## src/rtl/cache_refill_ctrl.sv

```systemverilog
// Miss-handling refill controller: passes hits, fetches a 4-word line on a miss and fills the cache.
// Define REFILL_STATS_EN to implement the hit/miss counters; otherwise they read as zero.
module cache_refill_ctrl #(
  parameter int unsigned TIMEOUT = 255
) (
  input  logic         clk,
  input  logic         rst,
  input  logic         req_valid,
  input  logic [14:0]  req_addr,
  output logic         req_ready,
  input  logic         hit,
  output logic         mem_rd,
  output logic [12:0]  mem_addr,
  input  logic         mem_valid,
  input  logic [127:0] mem_data,
  output logic         fill_we,
  output logic [2:0]   fill_tag,
  output logic [9:0]   fill_index,
  output logic [127:0] fill_data,
  output logic         busy,
  output logic         err,
  output logic [31:0]  hit_count,
  output logic [31:0]  miss_count
);

  localparam int unsigned TIMER_W = (TIMEOUT < 2) ? 1 : $clog2(TIMEOUT + 1);

  typedef enum logic [1:0] {
    IDLE  = 2'd0,
    FETCH = 2'd1,
    FILL  = 2'd2
  } state_e;

  state_e               state_q;
  logic [TIMER_W-1:0]   timer_q;
  logic                 mem_rd_q;
  logic [12:0]          mem_addr_q;
  logic                 fill_we_q;
  logic [2:0]           fill_tag_q;
  logic [9:0]           fill_index_q;
  logic [127:0]         fill_data_q;
  logic                 err_q;

  // Word offset only selects within the line; the controller works on whole lines.
  logic unused_offset;
  assign unused_offset = ^req_addr[1:0];

  // mem_addr_q doubles as the latched miss address ({tag,index}) for the fill.
  always_ff @(posedge clk) begin
    if (rst) begin
      state_q      <= IDLE;
      timer_q      <= '0;
      mem_rd_q     <= 1'b0;
      mem_addr_q   <= '0;
      fill_we_q    <= 1'b0;
      fill_tag_q   <= '0;
      fill_index_q <= '0;
      fill_data_q  <= '0;
      err_q        <= 1'b0;
    end else begin
      fill_we_q <= 1'b0;
      unique case (state_q)
        IDLE: begin
          if (req_valid && !hit) begin
            mem_addr_q <= req_addr[14:2];
            mem_rd_q   <= 1'b1;
            timer_q    <= '0;
            state_q    <= FETCH;
          end
        end
        FETCH: begin
          timer_q <= timer_q + TIMER_W'(1);
          if (mem_valid) begin
            fill_data_q  <= mem_data;
            fill_tag_q   <= mem_addr_q[12:10];
            fill_index_q <= mem_addr_q[9:0];
            fill_we_q    <= 1'b1;
            mem_rd_q     <= 1'b0;
            state_q      <= FILL;
          end else if (timer_q == TIMER_W'(TIMEOUT)) begin
            err_q    <= 1'b1;
            mem_rd_q <= 1'b0;
            state_q  <= IDLE;
          end
        end
        FILL: begin
          state_q <= IDLE;
        end
        default: begin
          state_q <= IDLE;
        end
      endcase
    end
  end

  assign req_ready  = (state_q == IDLE) && hit;
  assign busy       = (state_q != IDLE);
  assign mem_rd     = mem_rd_q;
  assign mem_addr   = mem_addr_q;
  assign fill_we    = fill_we_q;
  assign fill_tag   = fill_tag_q;
  assign fill_index = fill_index_q;
  assign fill_data  = fill_data_q;
  assign err        = err_q;

`ifdef REFILL_STATS_EN
  logic [31:0] hit_count_q;
  logic [31:0] miss_count_q;
  logic        replay_q;

  // The replayed access after a fill is part of the miss, so it is not counted as a hit.
  always_ff @(posedge clk) begin
    if (rst) begin
      hit_count_q  <= '0;
      miss_count_q <= '0;
      replay_q     <= 1'b0;
    end else if (state_q == IDLE && req_valid) begin
      if (hit) begin
        if (!replay_q) begin
          hit_count_q <= hit_count_q + 32'd1;
        end
        replay_q <= 1'b0;
      end else begin
        miss_count_q <= miss_count_q + 32'd1;
      end
    end else if (state_q == FILL) begin
      replay_q <= 1'b1;
    end
  end

  assign hit_count  = hit_count_q;
  assign miss_count = miss_count_q;
`else
  assign hit_count  = 32'd0;
  assign miss_count = 32'd0;
`endif

endmodule

```

## config.mk

```make
export PLATFORM = sky130hd
export DESIGN_NAME = cache_refill_ctrl
export DESIGN_NICKNAME = d
export VERILOG_FILES = /design/src/rtl/cache_refill_ctrl.sv
export SDC_FILE = /design/constraint.sdc
export NUM_CORES = 1
export LEC_CHECK = 0
export BUFFER_PORTS_ARGS = -buffer_cell sky130_fd_sc_hd__buf_2
export CAP_MARGIN = 10
export CORE_AREA = 3 3 144 146
export DETAILED_ROUTE_END_ITERATION = 8
export DIE_AREA = 0 0 147 149
export GPL_TIMING_DRIVEN = 0
export MAX_ROUTING_LAYER = met4
export PLACE_DENSITY = 0.65
export SYNTH_ARGS = -nofsm -noshare
export SYNTH_HDL_FRONTEND = slang
export SYNTH_SLANG_ARGS = --single-unit
```

## constraint.sdc

```tcl
create_clock -name clk -period 1.7 [get_ports clk]
set_clock_uncertainty 0.2 [all_clocks]
set_input_delay 0.085 -clock clk [delete_from_list [all_inputs] [get_ports clk]]
set_output_delay 0.085 -clock clk [all_outputs]
set_load 0.005 [all_outputs]
```

==> results.cfg, run 1 <==
[status]
outcome = complete, no violations

[critical_path]
worstPathRequired_ns = 1.78
crit_top_cell = buf_6
crit_fanout = 10
critPathSlowestCell = or4b_4
cp_cell_sequence = buf_6 -> or4b_4 -> buf_6 -> o211ai_1 -> a21oi_1
critPathLaunchType = flip-flop
critPathKind = reg2reg
slowest_delay_ns = 0.54
r2r_setup_slack_ns = 0.06
critPathArrivalTime_ns = 1.72
end_kind = flip-flop

[clock_network]
clock-sinks = 167
ctsLongestPathBuffers = 2
clk_latency_ns = 0.41
cts_buffers = 17
cts_root_buffer = clkbuf_16
path_clk_slew_ns = 0.07
cts_tree = built
h-tree-depth = 4

[drt]
first_pass_iters = 5
wire_per_inst_um = 13.7
antenna_left = 0
vias = 6990
drt-initial-drc-count = 245
viasPerCell = 4.33
wirelength_um = 22100
drc = 0

[power_and_ir_drop]
peakVddDrop_uv = 634
cellPowerDensity_mw_per_mm2 = 839
p_leak_nw = 4.94
power_mw = 8.93

[cells_and_area]
drive_gt1_share_pct = 32.9
nFillCells = 1798
postLayoutCellArea_mm2 = 0.0106
nNetsFinal = 1484
syn2layout_area_growth_pct = 63.9
final_cells = 1613
fin_util_pct = 54.5
antenna_cells = 0

[floorplan]
initial_core_util_pct = 33.3
die_y_um = 149
io_pins = 371
core_area_mm2 = 0.0195
die_area_mm2 = 0.0219
die_w_um = 147
row_count = 51

[yosys]
synth_common_cells = nand2_1, dfxtp_1, a21oi_1
syn_avg_cell_area_um2 = 8.09
synth-edff-count = 0
yosysMostFrequentCell = nand2_1
syn_area_mm2 = 0.00650
synthFlopType = dfxtp_1
yosysTopAreaCellShare_pct = 51.5
ys_types = 33
netlist_instances = 803
async_reset_ff_share_pct = 0
ys_warn_count = 0
yosysSeqAreaShare_pct = 51.5
ys_seq_elements = 167
synth.area.top_cells = dfxtp_1, nand2_1, a21oi_1
synth_top_area_cell = dfxtp_1

[global_route]
grt_pass1_vias = 6772
grt_pass1_wl_um = 34200
antenna_found_initial = 0
grt.overflow.total = 0
grt_util_all_layers_pct = 19.7
grt_max_degree = 17

[place]
preCtsSetupSlack_ns = -0.0713
gp_congestion = 0.809
dp_cells = 1434
hpwl_um = 15200
portBuffers = 303
placed_area_mm2 = 0.00858

[sta]
hold_viol = 0
fin_setup_tns_ns = 0
worst_pin_slew_ns = 0.619
finalHoldWorstSlack_ns = 0.0734
post-route-period-util_pct = 96.7
setup_violations = 0
fin_ws_ns = 0.0555
slew_violations = 0
max_freq_ghz = 0.608
rsz0062_at_grt = yes
finalCriticalPeriod_ns = 1.64
relSlewSlack_pct = 58.8

[flow_run]
max_cap_violations = 0

[min_path]
hold_class = in2reg
-- worst max-delay path: cells and delay by family, from the launching register on --
kind | cells | cell delay (ns)
AND/OR/NAND/NOR | 1 | 0.54
flip-flops | 1 | 0.31
buffers and inverters | 2 | 0.30
AO/OA/AOI/OAI | 2 | 0.17
-- state kept, by name (all words and copies together) (netlist names) --
register and cells:
mem_rd 1, state_q 2, timer_q 8, fill_index 10, fill_we 1, mem_addr 13, fill_data 128, fill_tag 3
err 1
-- power breakdown --
part           leakage (nW)  internal [mW]  switching, mW
Sequential             1.35           4.02         0.0572
Combinational          3.31          0.635          0.491
Clock                 0.272           2.08           1.65
-- cell type report --
type	instances	area, um2	area share (%)
Clock inverter	13	123	1.15
Inverter	6	22.5	0.212
Clock buffer	19	443	4.16
Tap cell	265	332	3.11
Buffer	119	877	8.24
Multi-Input combinational cell	574	2520	23.6
Sequential cell	167	3350	31.4
Timing Repair Buffer	450	2990	28.0
-- routing by layer --
metal  share of wire [%]  track usage (%)  up-vias
li1                    -                -     3524
met1                  40             22.4     3196
met2                  52             35.1      242
met3                 5.9             3.59       28
met4                 1.8             6.85        0
met5                   0                -        -
-- placed cells by master (no fill, tap or decap), types with 2 or more instances in the layout --
cell type	n
conb_1	64
clkbuf_1	20
dfxtp_1	166
nand2_1	311
or3_1	3
clkinv_2	3
clkinv_4	2
dlygate4sd3_1	146
nand3_1	4
a21oi_1	161
nor2_1	6
clkinvlp_4	3
buf_4	66
buf_6	20
o211ai_1	3
clkbuf_16	17
nand3b_1	3
inv_6	3
inv_1	6
buf_2	316
-- logic make-up after synthesis --
group	after synthesis	synth area share (%)
other	1	0.0577
AO/OA/AOI/OAI	171	13.7
adder cells (fa/ha/maj)	1	0.193
flip-flops	167	51.5
buffers and inverters	125	13.5
AND/OR/NAND/NOR	338	21.1
-- final timing paths --
check	from	end	cells past startpoint
setup reg to reg	state_q[0]$_SDFFE_PP0P_	timer_q[3]$_SDFFE_PP0P_	5
setup / recovery	state_q[0]$_SDFFE_PP0P_	timer_q[3]$_SDFFE_PP0P_	5
hold reg to reg	fill_data[42]$_SDFFE_PP0P_	fill_data[42]$_SDFFE_PP0P_	2
hold / removal	rst	state_q[1]$_SDFFE_PP0P_	3
-- timing repair --
| action | 4_1_cts | 5_1_grt |
|---|---|---|
| gates resized for setup | 2 | 10 |
| endpoints found under the setup margin | 82 | 96 |
| setup buffers | 0 | 1 |
| hold buffers | 146 | 0 |
| hold endpoints to repair | 146 | 0 |
| pin swaps | 0 | 2 |
(Power assumes the default switching activity.)
==> run 2, diff against run 1 <==
--- a/config.mk
+++ b/config.mk
@@ -7,9 +7,10 @@
 export LEC_CHECK = 0
 export BUFFER_PORTS_ARGS = -buffer_cell sky130_fd_sc_hd__buf_2
 export CAP_MARGIN = 10
-export CORE_AREA = 3 3 144 146
+export CORE_AREA = 2 2 143 145
+export CTS_BUF_LIST = sky130_fd_sc_hd__clkbuf_4 sky130_fd_sc_hd__clkbuf_8 sky130_fd_sc_hd__clkbuf_16
 export DETAILED_ROUTE_END_ITERATION = 8
-export DIE_AREA = 0 0 147 149
+export DIE_AREA = 0 0 145 147
 export GPL_TIMING_DRIVEN = 0
 export MAX_ROUTING_LAYER = met4
 export PLACE_DENSITY = 0.65
==> run 2 against run 1 <==
Net effect:
- first-iteration DRC count up 4.9%
- power up 0.69%
- clock-buffer cell count down 1
- utilization down 0.72 points
- die area is 2.7% lower
- via count increased by 0.54%
- cell count up 0.25%
- worst hold slack lost 0.051 ns
- fmax decreased by 0.36%
- clock power is 2% higher
- register-to-register slack hardly changed
- design area grew 0.29%
==> results.cfg, run 2 (synthesis gave the netlist of run 1 again) <==
[sta]
rsz0062_at_grt = no
worst_pin_slew_ns = 0.746
finalCriticalPeriod_ns = 1.65
relSlewSlack_pct = 50.3
max_freq_ghz = 0.606
setup_violations = 0
hold_viol = 0
slew_violations = 0
post-route-period-util_pct = 97.1

[critical_path]
worstPathRequired_ns = 1.77
end_kind = flip-flop
r2r_setup_slack_ns = 0.05
crit_fanout = 10
timing.rr.start = state_q[0]$_SDFFE_PP0P_
critPathLaunchType = flip-flop
r2r-end = timer_q[6]$_SDFFE_PP0P_
worstSetupEndpoint = timer_q[6]$_SDFFE_PP0P_
critPathKind = reg2reg
critPathArrivalTime_ns = 1.72
r2r_cells = 5
crit_start = state_q[0]$_SDFFE_PP0P_

[global_route]
grt_pass1_wl_um = 33100
grt.overflow.total = 0
grt_pass1_vias = 6653
antenna_found_initial = 0
grt_max_degree = 17
grt_util_all_layers_pct = 19.8

[drt]
antenna_left = 0
wirelength_um = 21500
first_pass_iters = 5
vias = 7028
viasPerCell = 4.35
wire_per_inst_um = 13.3
drc = 0
drt-initial-drc-count = 257

[power_and_ir_drop]
cellPowerDensity_mw_per_mm2 = 842
p_leak_nw = 4.95
swShare_pct = 24.9
pwr-share-comb_pct = 12.5
clkPwrFrac_pct = 42.2
power_mw = 8.99
power_frac_seq_pct = 45.3
p_sw_mw = 2.24
peakVddDrop_uv = 648
p_int_mw = 6.75

[floorplan]
die_w_um = 145
die_area_mm2 = 0.0213
io_pins = 371
die_y_um = 147
initial_core_util_pct = 32.7
core_area_mm2 = 0.0198
row_count = 52

[clock_network]
cts_buffers = 17
clk_latency_ns = 0.41
cts_root_buffer = clkbuf_16
clock-sinks = 167
h-tree-depth = 4
cts_setup_buffers = 0
path_clk_slew_ns = 0.07
ctsLongestPathBuffers = 2
cts_tree = built

[cells_and_area]
antenna_cells = 0
syn2layout_area_growth_pct = 64.3
drive_gt1_share_pct = 33.0
final_common_cell = buf_2
largest_reg_flops = 128
final_cells = 1617
final_cell_mix = buf_2, nand2_1, dfxtp_1
nNetsFinal = 1483

[place]
dp_cells = 1439
portBuffers = 303
hpwl_um = 14500
gp_congestion = 0.823

[min_path]
hold_class = in2reg

[status]
outcome = complete, no violations

[flow_run]
max_cap_violations = 0
[run 2: cell count changes in the layout (fill, tap and decap cells not counted)]
cell and delta:
clkinv_4 +2, buf_6 -1, clkbuf_4 -1, inv_8 +1
buf_4 +1, clkinvlp_4 -2, inv_6 +1, dlygate4sd3_1 -1
clkbuf_1 -1, clkinv_2 -1, nor2_1 -1, nor2_4 +1
clkbuf_16 +1
[run 2: per-layer routing]
layer	wire length (um)	up-vias	track usage [%]
met5	0	-	-
met4	570	0	7.87
met3	1160	44	4.25
met2	10900	250	33.7
met1	8900	3201	22.8
li1	-	3533	-
[run 2: cell type report]
type,instances,area [um2]
timing repair buffer,449,2990
tap,270,338
fill,1838,9170
clock buffer,18,439
inverter,6,22.5
buffer,119,873
sequential,167,3350
clock inverter,14,140
multi-input combinational,574,2520
[run 2: power groups by stage]
| stage | clock network [mW] | registers, mW | logic (mW) |
|---|---|---|---|
| global route | 4.08 | 4.08 | 1.23 |
| detailed placement | 0 | 4.16 | 0.828 |
| CTS | 3.90 | 4.07 | 1.10 |
| global placement | 0 | 4.16 | 0.824 |
| finish | 3.79 | 4.07 | 1.13 |
| floorplan | 0 | 4.17 | 0.440 |
[run 2: worst min path at each step]
stage,from,end,slack (ns),cells past startpoint
floorplan,mem_data[0],fill_data[0]$_SDFFE_PP0P_,0.02,2
global placement,mem_data[126],fill_data[126]$_SDFFE_PP0P_,0.13,3
detailed placement,req_addr[4],mem_addr[2]$_SDFFE_PP0P_,0.13,3
CTS,rst,fill_we$_SDFF_PP0_,0.009,3
global route,rst,fill_tag[0]$_SDFFE_PP0P_,0.07,3
finish,rst,fill_we$_SDFF_PP0_,0.02,3
[run 2: metrics by stage]
step | setup slack [ns] | instance area [um2] | hold slack [ns] | setup TNS [ns] | utilization, %
final | 0.0495 | 10700 | 0.0226 | 0 | 53.8
after global routing | 0.00121 | 10700 | 0.0709 | 0 | 53.8
after CTS | 0.00329 | 10600 | 0.00902 | 0 | 53.6
after detailed placement | -0.204 | 8590 | 0.130 | -7.74 | 43.3
after global placement | -0.138 | 8590 | 0.126 | -4.89 | 43.3
after floorplan | 0.147 | 6730 | 0.0210 | 0 | -
[run 2: critical path: stages (launching register included)]
cell and delay, ns:
dfxtp_1 0.31, buf_6 0.13, or4b_4 0.53, buf_6 0.17, o211ai_1 0.08, a21oi_1 0.09
[run 2: what timing repair did]
action | 4_1_cts | 5_1_grt
setup endpoints to repair | 81 | 14
hold buffers | 145 | 0
gates resized for setup | 4 | 9
hold endpoints to repair | 146 | 0
gates cloned | 0 | 1
==> run 3, diff against run 2 <==
==> constraint.sdc (replaced) <==
create_clock -name clk -period 2 [get_ports clk]
set_clock_uncertainty 0.2 [all_clocks]
set_input_delay 0.1 -clock clk [delete_from_list [all_inputs] [get_ports clk]]
set_output_delay 0.1 -clock clk [all_outputs]
set_load 0.005 [all_outputs]
==> run 3 against run 2 <==
Net effect:
- fmax shrank 14%
- largest power group unchanged
- wire length down 0.14%
- largest cell class unchanged
- die area did not move
- setup slack better by 0.038 ns
- via count rose by 0.48%
- critical path type unchanged
==> results.cfg, run 3 (synthesis gave the netlist of run 1 again) <==
[status]
outcome = complete, no violations

[cells_and_area]
antenna_cells = 0
final_cell_mix = buf_2, nand2_1, dfxtp_1
multi_input_area_mm2 = 0.00252
fin_util_pct = 53.8
largest_reg_flops = 128
drive_gt1_share_pct = 32.9
final_common_cell = buf_2
nNetsFinal = 1487
syn2layout_area_growth_pct = 64.3
nFillCells = 1839
final_cells = 1621
seq_area_mm2 = 0.00334

[floorplan]
die_y_um = 147
row_count = 52
core_area_mm2 = 0.0198
io_pins = 371
die_area_mm2 = 0.0213
die_w_um = 145
initial_core_util_pct = 32.7

[sta]
fin_setup_tns_ns = 0
rsz0062_at_grt = no
slew_violations = 0
relSlewSlack_pct = 49.3
post-route-period-util_pct = 95.6
finalCriticalPeriod_ns = 1.91
setup_violations = 0
hold_viol = 0
max_freq_ghz = 0.523
worst_pin_slew_ns = 0.761

[critical_path]
critPathSlowestCell = dlygate4sd3_1
critPathArrivalTime_ns = 2.05
r2r-end = mem_addr[0]$_SDFFE_PP0P_
critPathKind = reg2reg
r2r_setup_slack_ns = 0.09
timing.rr.start = state_q[0]$_SDFFE_PP0P_
end_kind = flip-flop
worstPathRequired_ns = 2.14
cp_cell_sequence = buf_6 -> nor4b_4 -> nand2_1 -> dlygate4sd3_1 -> a21oi_1
r2r_cells = 5
critPathLaunchType = flip-flop
crit_fanout = 9
slowest_delay_ns = 0.56

[clock_network]
h-tree-depth = 4
cts_buffers = 17
cts_tree = built
clock-sinks = 167
ctsLongestPathBuffers = 2
path_clk_slew_ns = 0.07
clk_latency_ns = 0.41
cts_root_buffer = clkbuf_16

[power_and_ir_drop]
peakVddDrop_uv = 552
p_leak_nw = 4.96
cellPowerDensity_mw_per_mm2 = 716
power_mw = 7.64

[drt]
drt-initial-drc-count = 242
wirelength_um = 21500
wire_per_inst_um = 13.3
drc = 0
vias = 7062
antenna_left = 0
viasPerCell = 4.36
first_pass_iters = 5

[global_route]
grt_util_all_layers_pct = 19.9
grt_max_degree = 17
grt_pass1_wl_um = 33200
antenna_found_initial = 0
grt.overflow.total = 0
grt_pass1_vias = 6683

[place]
gp_congestion = 0.823
portBuffers = 303
hpwl_um = 14500
dp_cells = 1439

[min_path]
hold_depth = 3
hold_class = in2reg
min-delay-start = rst
hold_path_end = fill_we$_SDFF_PP0_

[flow_run]
max_cap_violations = 0
-- run 3: where the power goes --
group          switching (mW)  internal (mW)  leakage, nW
sequential             0.0477           3.41         1.35
clock                    1.44           1.79        0.285
combinational           0.416          0.538         3.33
total                    1.90           5.74         4.96
-- run 3: final cells by class --
type | instances | area share [%]
plain buffers | 119 | 8.00
clock buffers | 18 | 4.12
clock inverters | 14 | 1.31
inverters | 6 | 0.211
multi-input cells | 574 | 23.6
flip-flops and latches | 167 | 31.3
well taps | 270 | 3.17
repair buffers | 453 | 28.3
-- run 3: worst max-delay path: cells and delay by family, from the launching register on --
| kind | cells | cell delay, ns |
|---|---|---|
| AND/OR/NAND/NOR | 2 | 0.51 |
| buffers and inverters | 2 | 0.69 |
| flip-flops | 1 | 0.31 |
| AO/OA/AOI/OAI | 1 | 0.12 |
-- run 3: through the flow --
step	hold WS (ns)	setup slack (ns)	cell area [um2]
3_3_place_gp	0.141	0.147	8590
4_1_cts	0.0240	0.0553	10700
2_1_floorplan	0.0360	0.447	6730
5_1_grt	0.0947	0.00289	10700
3_5_place_dp	0.145	0.0805	8590
6_report	0.0385	0.0877	10700
-- run 3: timing repair --
action | in CTS | in global routing
setup endpoints to repair | 0 | 2
buffers inserted | 0 | 1
hold buffers | 149 | 0
endpoints found under the hold margin | 146 | 0
gates resized for setup | 0 | 2
-- run 3: worst max-delay path by stage --
stage                            start                    endpoint  depth (start not counted)
2_1_floorplan  state_q[0]$_SDFFE_PP0P_     timer_q[3]$_SDFFE_PP0P_                          5
3_3_place_gp                       rst  fill_data[74]$_SDFFE_PP0P_                          4
3_5_place_dp                       rst  fill_data[78]$_SDFFE_PP0P_                          4
4_1_cts        state_q[1]$_SDFFE_PP0P_         mem_rd$_SDFFE_PP0P_                          4
5_1_grt        state_q[0]$_SDFFE_PP0P_    mem_addr[1]$_SDFFE_PP0P_                          5
6_report       state_q[0]$_SDFFE_PP0P_    mem_addr[0]$_SDFFE_PP0P_                          5
-- run 3: layer usage --
| metal | part of all wire (%) | routed length (um) | up-vias | track usage [%] |
|---|---|---|---|---|
| li1 | - | - | 3537 | - |
| met3 | 5.5 | 1190 | 44 | 4.19 |
| met5 | 0 | 0 | - | - |
| met2 | 50 | 10800 | 246 | 33.8 |
| met4 | 2.7 | 586 | 0 | 7.97 |
| met1 | 41 | 8900 | 3235 | 22.9 |
